### config.mk
export PLATFORM = sky130hd
export DESIGN_NAME = serial_adder_ctrl
export DESIGN_NICKNAME = d
export VERILOG_FILES = /design/src/rtl/serial_adder_pkg.sv /design/src/rtl/Adder.sv /design/src/rtl/serial_adder_ctrl.sv
export SDC_FILE = /design/constraint.sdc
export NUM_CORES = 1
export LEC_CHECK = 0
export ABC_AREA = 1
export BUFFER_PORTS_ARGS = -buffer_cell sky130_fd_sc_hd__buf_2
export CELL_PAD_IN_SITES_DETAIL_PLACEMENT = 0
export CELL_PAD_IN_SITES_GLOBAL_PLACEMENT = 1
export CORE_MARGIN = 4
export CORE_UTILIZATION = 43
export CTS_CLUSTER_DIAMETER = 50
export CTS_CLUSTER_SIZE = 14
export DETAILED_ROUTE_END_ITERATION = 12
export PLACE_DENSITY_LB_ADDON = 0.1
export RECOVER_POWER = 50
export SLEW_MARGIN = 25
export SYNTH_ARGS = -nofsm -noshare
export SYNTH_HDL_FRONTEND = slang
export SYNTH_SLANG_ARGS = --single-unit
export TNS_END_PERCENT = 20
### constraint.sdc
create_clock -name clk -period 1.92 [get_ports clk]
set_clock_uncertainty 0.1 [all_clocks]
set_input_delay 0.192 -clock clk [delete_from_list [all_inputs] [get_ports clk]]
set_output_delay 0.192 -clock clk [all_outputs]
set_load 0.005 [all_outputs]
### src/rtl/serial_adder_pkg.sv
// Shared definitions for the bit-serial adder controller: FSM encoding and
// the default operand width.
package serial_adder_pkg;

  localparam int DEFAULT_WIDTH = 4;

  // Encoding 2'd3 is unused; the controller treats it as IDLE.
  typedef enum logic [1:0] {
    S_IDLE = 2'd0,
    S_RUN  = 2'd1,
    S_DONE = 2'd2
  } state_t;

endpackage

### src/rtl/Adder.sv
// One-bit full-adder cell, shared by the ripple adder and the serial
// controller.
module Adder (
  input  logic A,
  input  logic B,
  input  logic Cin,
  output logic Sum,
  output logic Cout
);

  assign Sum  = A ^ B ^ Cin;
  assign Cout = (A & B) | (Cin & (A ^ B));

endmodule

### src/rtl/serial_adder_ctrl.sv
// Bit-serial adder: feeds one operand bit pair per clock, LSB first, through
// a single full-adder cell and assembles the WIDTH-bit sum plus carry-out.
module serial_adder_ctrl
  import serial_adder_pkg::*;
#(
  parameter int WIDTH = DEFAULT_WIDTH
) (
  input  logic             clk,
  input  logic             rst_n,
  input  logic             start,
  input  logic [WIDTH-1:0] a_in,
  input  logic [WIDTH-1:0] b_in,
  input  logic             cin,
  output logic             busy,
  output logic             done,
  output logic [WIDTH-1:0] sum_out,
  output logic             cout_out
);

  localparam int CW = $clog2(WIDTH) + 1;
  localparam logic [CW-1:0] LAST_BIT = CW'(WIDTH - 1);

  state_t           state;
  state_t           state_nxt;
  logic [WIDTH-1:0] a_sr;
  logic [WIDTH-1:0] b_sr;
  logic [WIDTH-2:0] s_sr;
  logic             carry;
  logic [CW-1:0]    cnt;
  logic             fa_sum;
  logic             fa_cout;
  logic [WIDTH-1:0] s_next;

  Adder u_fa (
    .A    (a_sr[0]),
    .B    (b_sr[0]),
    .Cin  (carry),
    .Sum  (fa_sum),
    .Cout (fa_cout)
  );

  // Partial sum with the current bit entering at the MSB; on the last bit
  // this is the complete result.
  assign s_next = {fa_sum, s_sr};

  always_ff @(posedge clk or negedge rst_n) begin
    if (!rst_n) begin
      state <= S_IDLE;
    end else begin
      // NOTE: sequential state is assigned with <= so every flop samples
      // pre-edge values regardless of statement order.
      state <= state_nxt;
    end
  end

  always_comb begin
    // NOTE: every output of this block gets a default first, so no path
    // leaves a signal unassigned and no latch is inferred.
    state_nxt = state;
    busy      = 1'b0;
    done      = 1'b0;
    case (state)
      S_IDLE: begin
        if (start) state_nxt = S_RUN;
      end
      S_RUN: begin
        busy = 1'b1;
        if (cnt == LAST_BIT) state_nxt = S_DONE;
      end
      S_DONE: begin
        busy      = 1'b1;
        done      = 1'b1;
        state_nxt = S_IDLE;
      end
      default: state_nxt = S_IDLE;
    endcase
  end

  always_ff @(posedge clk or negedge rst_n) begin
    if (!rst_n) begin
      // NOTE: the datapath registers are reset too; they are few flops and
      // a reset abort must leave no stale partial result behind.
      a_sr     <= '0;
      b_sr     <= '0;
      s_sr     <= '0;
      carry    <= 1'b0;
      cnt      <= '0;
      sum_out  <= '0;
      cout_out <= 1'b0;
    end else begin
      case (state)
        S_IDLE: begin
          if (start) begin
            a_sr  <= a_in;
            b_sr  <= b_in;
            carry <= cin;
            cnt   <= '0;
          end
        end
        S_RUN: begin
          a_sr  <= a_sr >> 1;
          b_sr  <= b_sr >> 1;
          s_sr  <= s_next[WIDTH-1:1];
          carry <= fa_cout;
          cnt   <= cnt + CW'(1);
          if (cnt == LAST_BIT) begin
            sum_out  <= s_next;
            cout_out <= fa_cout;
          end
        end
        default: ;
      endcase
    end
  end

endmodule

==> impl_metrics.ini, run 1 <==
[status]
status = finished, final reports clean

[sta]
fmax_ghz = 0.5842
max_slew_margin = 0.2040
tightest_slew_ns = 1.194
final-setup-viol-count = 0
setup_tns_ns = 0
post-route-period-util = 0.8915
slew_violations = 0
fin_crit_ns = 1.712
hold_violations = 0
rsz0062_at_grt = no
whs_ns = 0.04830

[power]
powerDensity_nw_per_um2 = 1450
ir_drop_uv = 799.8
p_leak_nw = 0.6987

[floorplan]
fp.coreArea_um2 = 2455
rows = 18
die-area_um2 = 3441
die_y_um = 58.66
initial_utilization = 0.4495
ios = 19
die_width_um = 58.66

[yosys]
synth-compound-area-share = 0.02721
synth_xor_xnor_area_share = 0
ys_seq_area_frac = 0.4989
synthMuxAreaShare = 0
synth_area_um2 = 1104
avgSynthCellArea_um2 = 8.297
yosys-top-cells-area = dfrtp_1, nand2_1, nand3_1, ha_1, inv_1
yosys-top-cells-count = nand2_1, dfrtp_1, nand3_1
synth.most_common_cell = nand2_1
synthArstFlopShare = 1.000
netlist.area_leader.share = 0.4989
synth_top_family_by_area = simple AND/OR/NAND/NOR gates
syn_inst = 133
synth_cell_types = 15
synth_fa_ha_area_frac = 0.07483
synth_top_cell_by_area = dfrtp_1
synth-seq-cells = 22
synth-simple-area-share = 0.3231
synth_enable_flop_cells = 0
synth_top_flop_cell = dfrtp_1
syn-num-nets = 151
yosys_warnings = 0

[route]
wl_per_cell_um = 11.93
drc = 0
num_vias = 878
drtIter0Drc = 25
drtAntennaViolNets = 0
viasPerCell = 4.824
dr.pass1.iters = 4
drt-total-wl_um = 2172

[critical_path]
crit_type = reg2reg
crit_fanout = 13
critPathArrivalTime_ns = 1.86
start_kind = register
cp-end-kind = register
worstPathRequired_ns = 2.07

[cells_and_area]
drive_gt1_frac = 0.1776
area_growth_syn_to_layout_pct = 12.02
diodes = 0
nets = 171

[clocking]
clk_latency_ns = 0.30
cts_buffers = 3
cts.clk_slew.worst_paths_ns = 0.12
htreeDepth = 1
cts.sinks = 22
post_cts_resized = 0
cts_setup_buffers = 0
cts_tree = yes
cts_buffer_depth = 2
cts_hold_buf = 1
root_buffer = clkbuf_4

[min_path]
hold_path_class = in2reg

[global_route]
grt_max_degree = 23
grt_pass1_vias = 873
antenna_found_initial = 0
grt_pass1_wl_um = 3843
track_usage = 0.1471
overflow = 0

[place]
hpwlAfterDp_um = 1590
gp_congestion = 0.7382
port_buffers = 18

[job]
cap_violations = 0
critical path, stage by stage, from the launching register on:
cell     delay, ns
dfrtp_1       0.42
inv_1         0.08
ha_1          0.41
nand2_2       0.27
nand2_2       0.23
nand2_1       0.08
nand2_1       0.07
registers in the layout, indices dropped and copies added (netlist names):
name and count:
state 2, a_sr 4, sum_out 4, carry 1, s_sr 3, b_sr 4
cout_out 1, cnt 3
power breakdown:
group | switching [mW] | internal (mW) | leakage [nW]
clock | 0.139 | 0.116 | 0.0210
combinational | 0.495 | 0.286 | 0.393
sequential | 0.110 | 0.649 | 0.285
total | 0.743 | 1.05 | 0.699
cell families (layout without fill, tap and decap cells):
| kind of cell | Yosys count | count (layout) |
|---|---|---|
| AOI/OAI and AO/OA | 6 | 6 |
| adders and majority gates | 6 | 6 |
| buffers and inverters | 15 | 34 |
| DFF | 22 | 22 |
| and+or+nand+nor | 84 | 84 |
metal layers:
| metal | GRT usage | share of wire | up-vias |
|---|---|---|---|
| met4 | 0.06149 | 0.0069 | 0 |
| met2 | 0.2201 | 0.45 | 14 |
| met5 | 0 | 0 | - |
| met3 | 0.03070 | 0.041 | 2 |
| met1 | 0.2067 | 0.51 | 410 |
| li1 | - | - | 452 |
cell type report:
type	count	area, um2
fill	260	1219
sequential	22	550.5
multi-input combinational	96	469.2
tap	30	37.54
timing repair buffer	20	105.1
clock buffer	4	36.28
inverter	10	37.54
layout by cell type (no fill, tap or decap):
cell type and n:
o21ai_0 6, nor2_1 2, nand2_1 59, ha_1 5, nand2_2 4, clkbuf_1 2, fa_1 1, inv_1 9
dlygate4sd3_1 1, dfrtp_1 22, nand3_1 16, inv_2 1, buf_4 1, clkbuf_4 3, clkbuf_8 1, buf_2 16
nand4_1 2, nand3_2 1
through the flow:
step	cell area [um2]	utilization	total power, mW	std cells	setup slack, ns
2_1_floorplan	1104	-	1.372	133	0.6418
3_3_place_gp	1192	0.4857	1.539	177	0.2908
3_5_place_dp	1192	0.4857	1.561	177	0.2478
4_1_cts	1239	0.5046	1.824	182	0.2216
5_1_grt	1236	0.5036	1.996	182	0.01776
6_report	1236	0.5036	1.793	182	0.2083
path summary, 6_finish.rpt:
| check | from | endpoint | slack [ns] | depth (start not counted) |
|---|---|---|---|---|
| max | state[1] | cnt[0] | 0.21 | 6 |
| min | a_in[3] | a_sr[3] | 0.05 | 3 |
| max reg2reg | state[1] | cnt[0] | 0.21 | 6 |
| min reg2reg | cout_out | cout_out | 0.38 | 2 |
| max in group asynchronous | rst_n | a_sr[2] | 0.48 | 2 |
| min in group asynchronous | rst_n | sum_out[0] | 0.54 | 2 |
Note: power is estimated with default switching activity, not from simulation.
==> run 2, diff against run 1 <==
Settings changed: CORE_ASPECT_RATIO set to 0.9.
==> impl_metrics.ini, run 2 (synthesis gave the netlist of run 1 again) <==
[clocking]
cts_buffers = 3
cts.sinks = 22
clk_latency_ns = 0.32
cts_tree = yes
htreeDepth = 1
cts_buffer_depth = 2
post_cts_resized = 0
cts.clk_slew.worst_paths_ns = 0.12
root_buffer = clkbuf_4

[route]
num_vias = 871
drtAntennaViolNets = 0
viasPerCell = 4.812
drc = 0
wl_per_cell_um = 12.30
dr.pass1.iters = 4
drt-total-wl_um = 2227
drtIter0Drc = 36

[global_route]
track_usage = 0.1405
grtUsageMet3 = 0.05336
grt_pass1_vias = 837
top_usage_layer = met2
grt_max_degree = 23
met1_usage = 0.1888
overflow = 0
gr-usage-met2 = 0.2100
grt_pass1_wl_um = 3705
antenna_found_initial = 0

[power]
p_leak_nw = 0.7100
ir_drop_uv = 940.6
powerDensity_nw_per_um2 = 1522

[sta]
tightest_slew_ns = 1.212
hold_violations = 0
fmax_ghz = 0.6409
rsz0062_at_grt = no
fin_crit_ns = 1.560
setup_tns_ns = 0
post-route-period-util = 0.8127
final-setup-viol-count = 0
whs_ns = 0.01938
slew_violations = 0
max_slew_margin = 0.1920

[cells_and_area]
final_common_cell = nand2_1
nets = 172
area_growth_syn_to_layout_pct = 13.95
drive_gt1_frac = 0.1830
layout_common_cells = nand2_1, dfrtp_1, nand3_1, buf_2, inv_1
diodes = 0
reg_top3 = a_sr: 4 flops, b_sr: 4 flops, sum_out: 4 flops

[critical_path]
cp-end-kind = register
rrSetupSlack_ns = 0.36
start_kind = register
r2r_start = state[0]
crit_fanout = 13
reg2reg_to = b_sr[2]
critPathArrivalTime_ns = 1.72
crit_type = reg2reg
worstPathRequired_ns = 2.08
ff2ff_path_depth = 6

[floorplan]
die_width_um = 61.40
rows = 17
die-area_um2 = 3442
fp.coreArea_um2 = 2446
ios = 19
initial_utilization = 0.4512
die_y_um = 56.06

[place]
gp_congestion = 0.7340
port_buffers = 18
hpwlAfterDp_um = 1678

[min_path]
holdPathStages = 3
hold_path_startpoint = b_in[3]
worstHoldEndpoint = b_sr[3]
hold_path_class = in2reg

[job]
cap_violations = 0

[status]
status = finished, final reports clean
run 2: worst max-delay path, cell delays in order, from the launching register on:
cell and delay (ns):
dfrtp_1 0.43, inv_1 0.09, ha_1 0.28, nand2_2 0.23, nand2_2 0.23, nand2_1 0.07
nand2_1 0.07
run 2: repair_timing:
item	CTS	global route
hold endpoints to repair	22	0
buffers inserted	0	0
hold buffers	1	0
run 2: where the power goes:
group | leakage (nW) | internal [mW] | switching (mW) | total (mW)
sequential | 0.285 | 0.649 | 0.115 | 0.764
clock | 0.0279 | 0.211 | 0.150 | 0.362
combinational | 0.397 | 0.295 | 0.492 | 0.788
total | 0.710 | 1.16 | 0.758 | 1.91
run 2: worst max path at each step:
stage          startpoint      end  cells after the start
6_report         state[0]  b_sr[2]                      6
5_1_grt          state[0]    carry                      6
4_1_cts          state[0]  b_sr[2]                      6
3_3_place_gp     state[0]    carry                      6
2_1_floorplan    state[0]  a_sr[0]                      6
3_5_place_dp     state[0]  b_sr[2]                      6
run 2: layout make-up:
cell class                 count  area (um2)
fill                         243        1189
sequential                    22       550.5
multi-input combinational     96       469.2
timing repair buffer          21       112.6
inverter                      10       37.54
tap                           28       35.03
clock inverter                 1       30.03
clock buffer                   3       22.52
run 2: through the flow:
stage	total power, mW	cell area, um2	util	setup slack [ns]	instances
2_1_floorplan	1.372	1104	-	0.6418	133
3_3_place_gp	1.562	1197	0.4895	0.3941	176
3_5_place_dp	1.577	1197	0.4895	0.3522	176
4_1_cts	1.954	1260	0.5151	0.3360	181
5_1_grt	2.075	1257	0.5141	0.2062	181
6_report	1.914	1257	0.5141	0.3596	181
run 2: layer usage:
metal / share of wire / routed length, um
met1: 0.48 / 1060
met2: 0.46 / 1021
met3: 0.052 / 116
met4: 0.013 / 29
met5: 0 / 0
==> run 3, diff against run 2 <==
Settings changed: CORE_UTILIZATION 43 to 36.
Clock period 1.92 ns to 1.4 ns, I/O delays scaled along.
==> impl_metrics.ini, run 3 (synthesis gave the netlist of run 1 again) <==
[cells_and_area]
layout_common_cells = nand2_1, dfrtp_1, nand3_1, buf_2, buf_4
seqCellArea_um2 = 550.5
diodes = 0
fill_cells = 291
final_common_cell = nand2_1
reg_top3 = a_sr: 4 flops, b_sr: 4 flops, sum_out: 4 flops
multi_input_area_um2 = 519.2
drive_gt1_frac = 0.2917
area_growth_syn_to_layout_pct = 32.43
fin_cells = 208
nets = 187

[critical_path]
crit_type = reg2out
worstPathRequired_ns = 1.16
critPathArrivalTime_ns = 1.17
ff2ff_path_depth = 7
start_kind = register
rrSetupSlack_ns = 0.05
cp-end-kind = output port
crit_fanout = 3
r2r_start = state[1]
reg2reg_to = b_sr[0]

[route]
dr.pass1.iters = 4
wl_per_cell_um = 11.56
drtIter0Drc = 28
num_vias = 926
drt-total-wl_um = 2405
viasPerCell = 4.452
drtAntennaViolNets = 0
drc = 0

[place]
hpwlAfterDp_um = 1682
pre_cts_ws_ns = 0.02838
port_buffers = 18
gp_congestion = 0.7214
place_inst = 195

[floorplan]
die-area_um2 = 4016
die_width_um = 66.36
die_y_um = 60.53
ios = 19
rows = 18
fp.coreArea_um2 = 2838
initial_utilization = 0.3889

[sta]
fmax_ghz = 0.7074
timing.final.ws_setup_ns = -0.01373
slew_violations = 0
rsz0062_at_grt = yes
fin_crit_ns = 1.414
max_slew_margin = 0.6325
whs_ns = 0.004350
final-setup-viol-count = 1
tightest_slew_ns = 0.5512
hold_violations = 0
post-route-period-util = 1.010
setup_tns_ns = -0.01373

[clocking]
cts_buffer_depth = 2
cts_buffers = 3
cts.clk_slew.worst_paths_ns = 0.13
root_buffer = clkbuf_4
htreeDepth = 1
clk_latency_ns = 0.31
cts.sinks = 22
cts_tree = yes

[power]
finalPower_mw = 2.950
powerDensity_nw_per_um2 = 2019
ir_drop_uv = 1060
p_leak_nw = 0.7864

[global_route]
grt_pass1_wl_um = 4064
overflow = 0
grt_max_degree = 23
antenna_found_initial = 0
track_usage = 0.1324
grt_pass1_vias = 921

[min_path]
hold_path_class = in2reg
holdPathStages = 5
worstHoldEndpoint = b_sr[2]
hold_path_startpoint = b_in[2]

[job]
cap_violations = 0

[status]
status = complete, but fails checks
violations = negative setup slack
[run 3: cell types whose count changed in the layout (fill, tap and decap cells not counted), moves of 2 or more]
| cell | previous run | this run |
|---|---|---|
| nand2_1 | 59 | 56 |
| clkbuf_1 | 2 | 0 |
| inv_2 | 1 | 3 |
| ha_4 | 0 | 3 |
| inv_1 | 9 | 6 |
| ha_1 | 5 | 2 |
| buf_4 | 2 | 10 |
| dlygate4sd3_1 | 1 | 6 |
| buf_6 | 0 | 2 |
| nand2_2 | 4 | 6 |
[run 3: critical path: stages (launching register included)]
cell     delay [ns]
dfrtp_1        0.45
inv_2          0.08
ha_4           0.24
buf_6          0.11
[run 3: cell type report]
type                       count  share of cell area
sequential                    22              0.3767
multi-input combinational     96              0.3553
timing repair buffer          35              0.1661
tap                           40             0.03425
inverter                      10             0.02825
clock inverter                 1             0.02055
clock buffer                   3             0.01541
timing repair inverter         1            0.003425
[run 3: timing repair]
action,4_1_cts,5_1_grt
endpoints found under the hold margin,27,0
hold buffers,6,0
setup endpoints to repair,1,22
gates cloned,0,1
pin swaps,0,2
buffers inserted,0,2
resized for setup,4,11
[run 3: power by group]
group	internal, mW	switching [mW]	leakage (nW)
combinational	0.645	0.765	0.473
clock	0.289	0.208	0.0279
sequential	0.889	0.153	0.285
[run 3: routing by layer]
layer | GRT usage | part of all wire
met4 | 0.01739 | 0.0062
met2 | 0.2150 | 0.46
met1 | 0.1813 | 0.50
met3 | 0.03889 | 0.032
met5 | 0 | 0
[run 3: stage by stage]
| stage | area, um2 | util |
|---|---|---|
| 3_3_place_gp | 1265 | 0.4458 |
| 3_5_place_dp | 1265 | 0.4458 |
| 5_1_grt | 1461 | 0.5150 |
| 4_1_cts | 1393 | 0.4907 |
| 6_report | 1461 | 0.5150 |
| 2_1_floorplan | 1104 | - |
[run 3: how the worst max path moves through the flow]
stage	start	to	slack [ns]	cells past startpoint
detailed placement	state[1]	a_sr[0]	0.03	7
global placement	state[1]	sum_out[2]	0.06	6
global route	state[0]	busy	-0.09	3
CTS	state[0]	busy	0.004	3
finish	state[0]	busy	-0.01	3
floorplan	state[0]	a_sr[0]	0.12	6
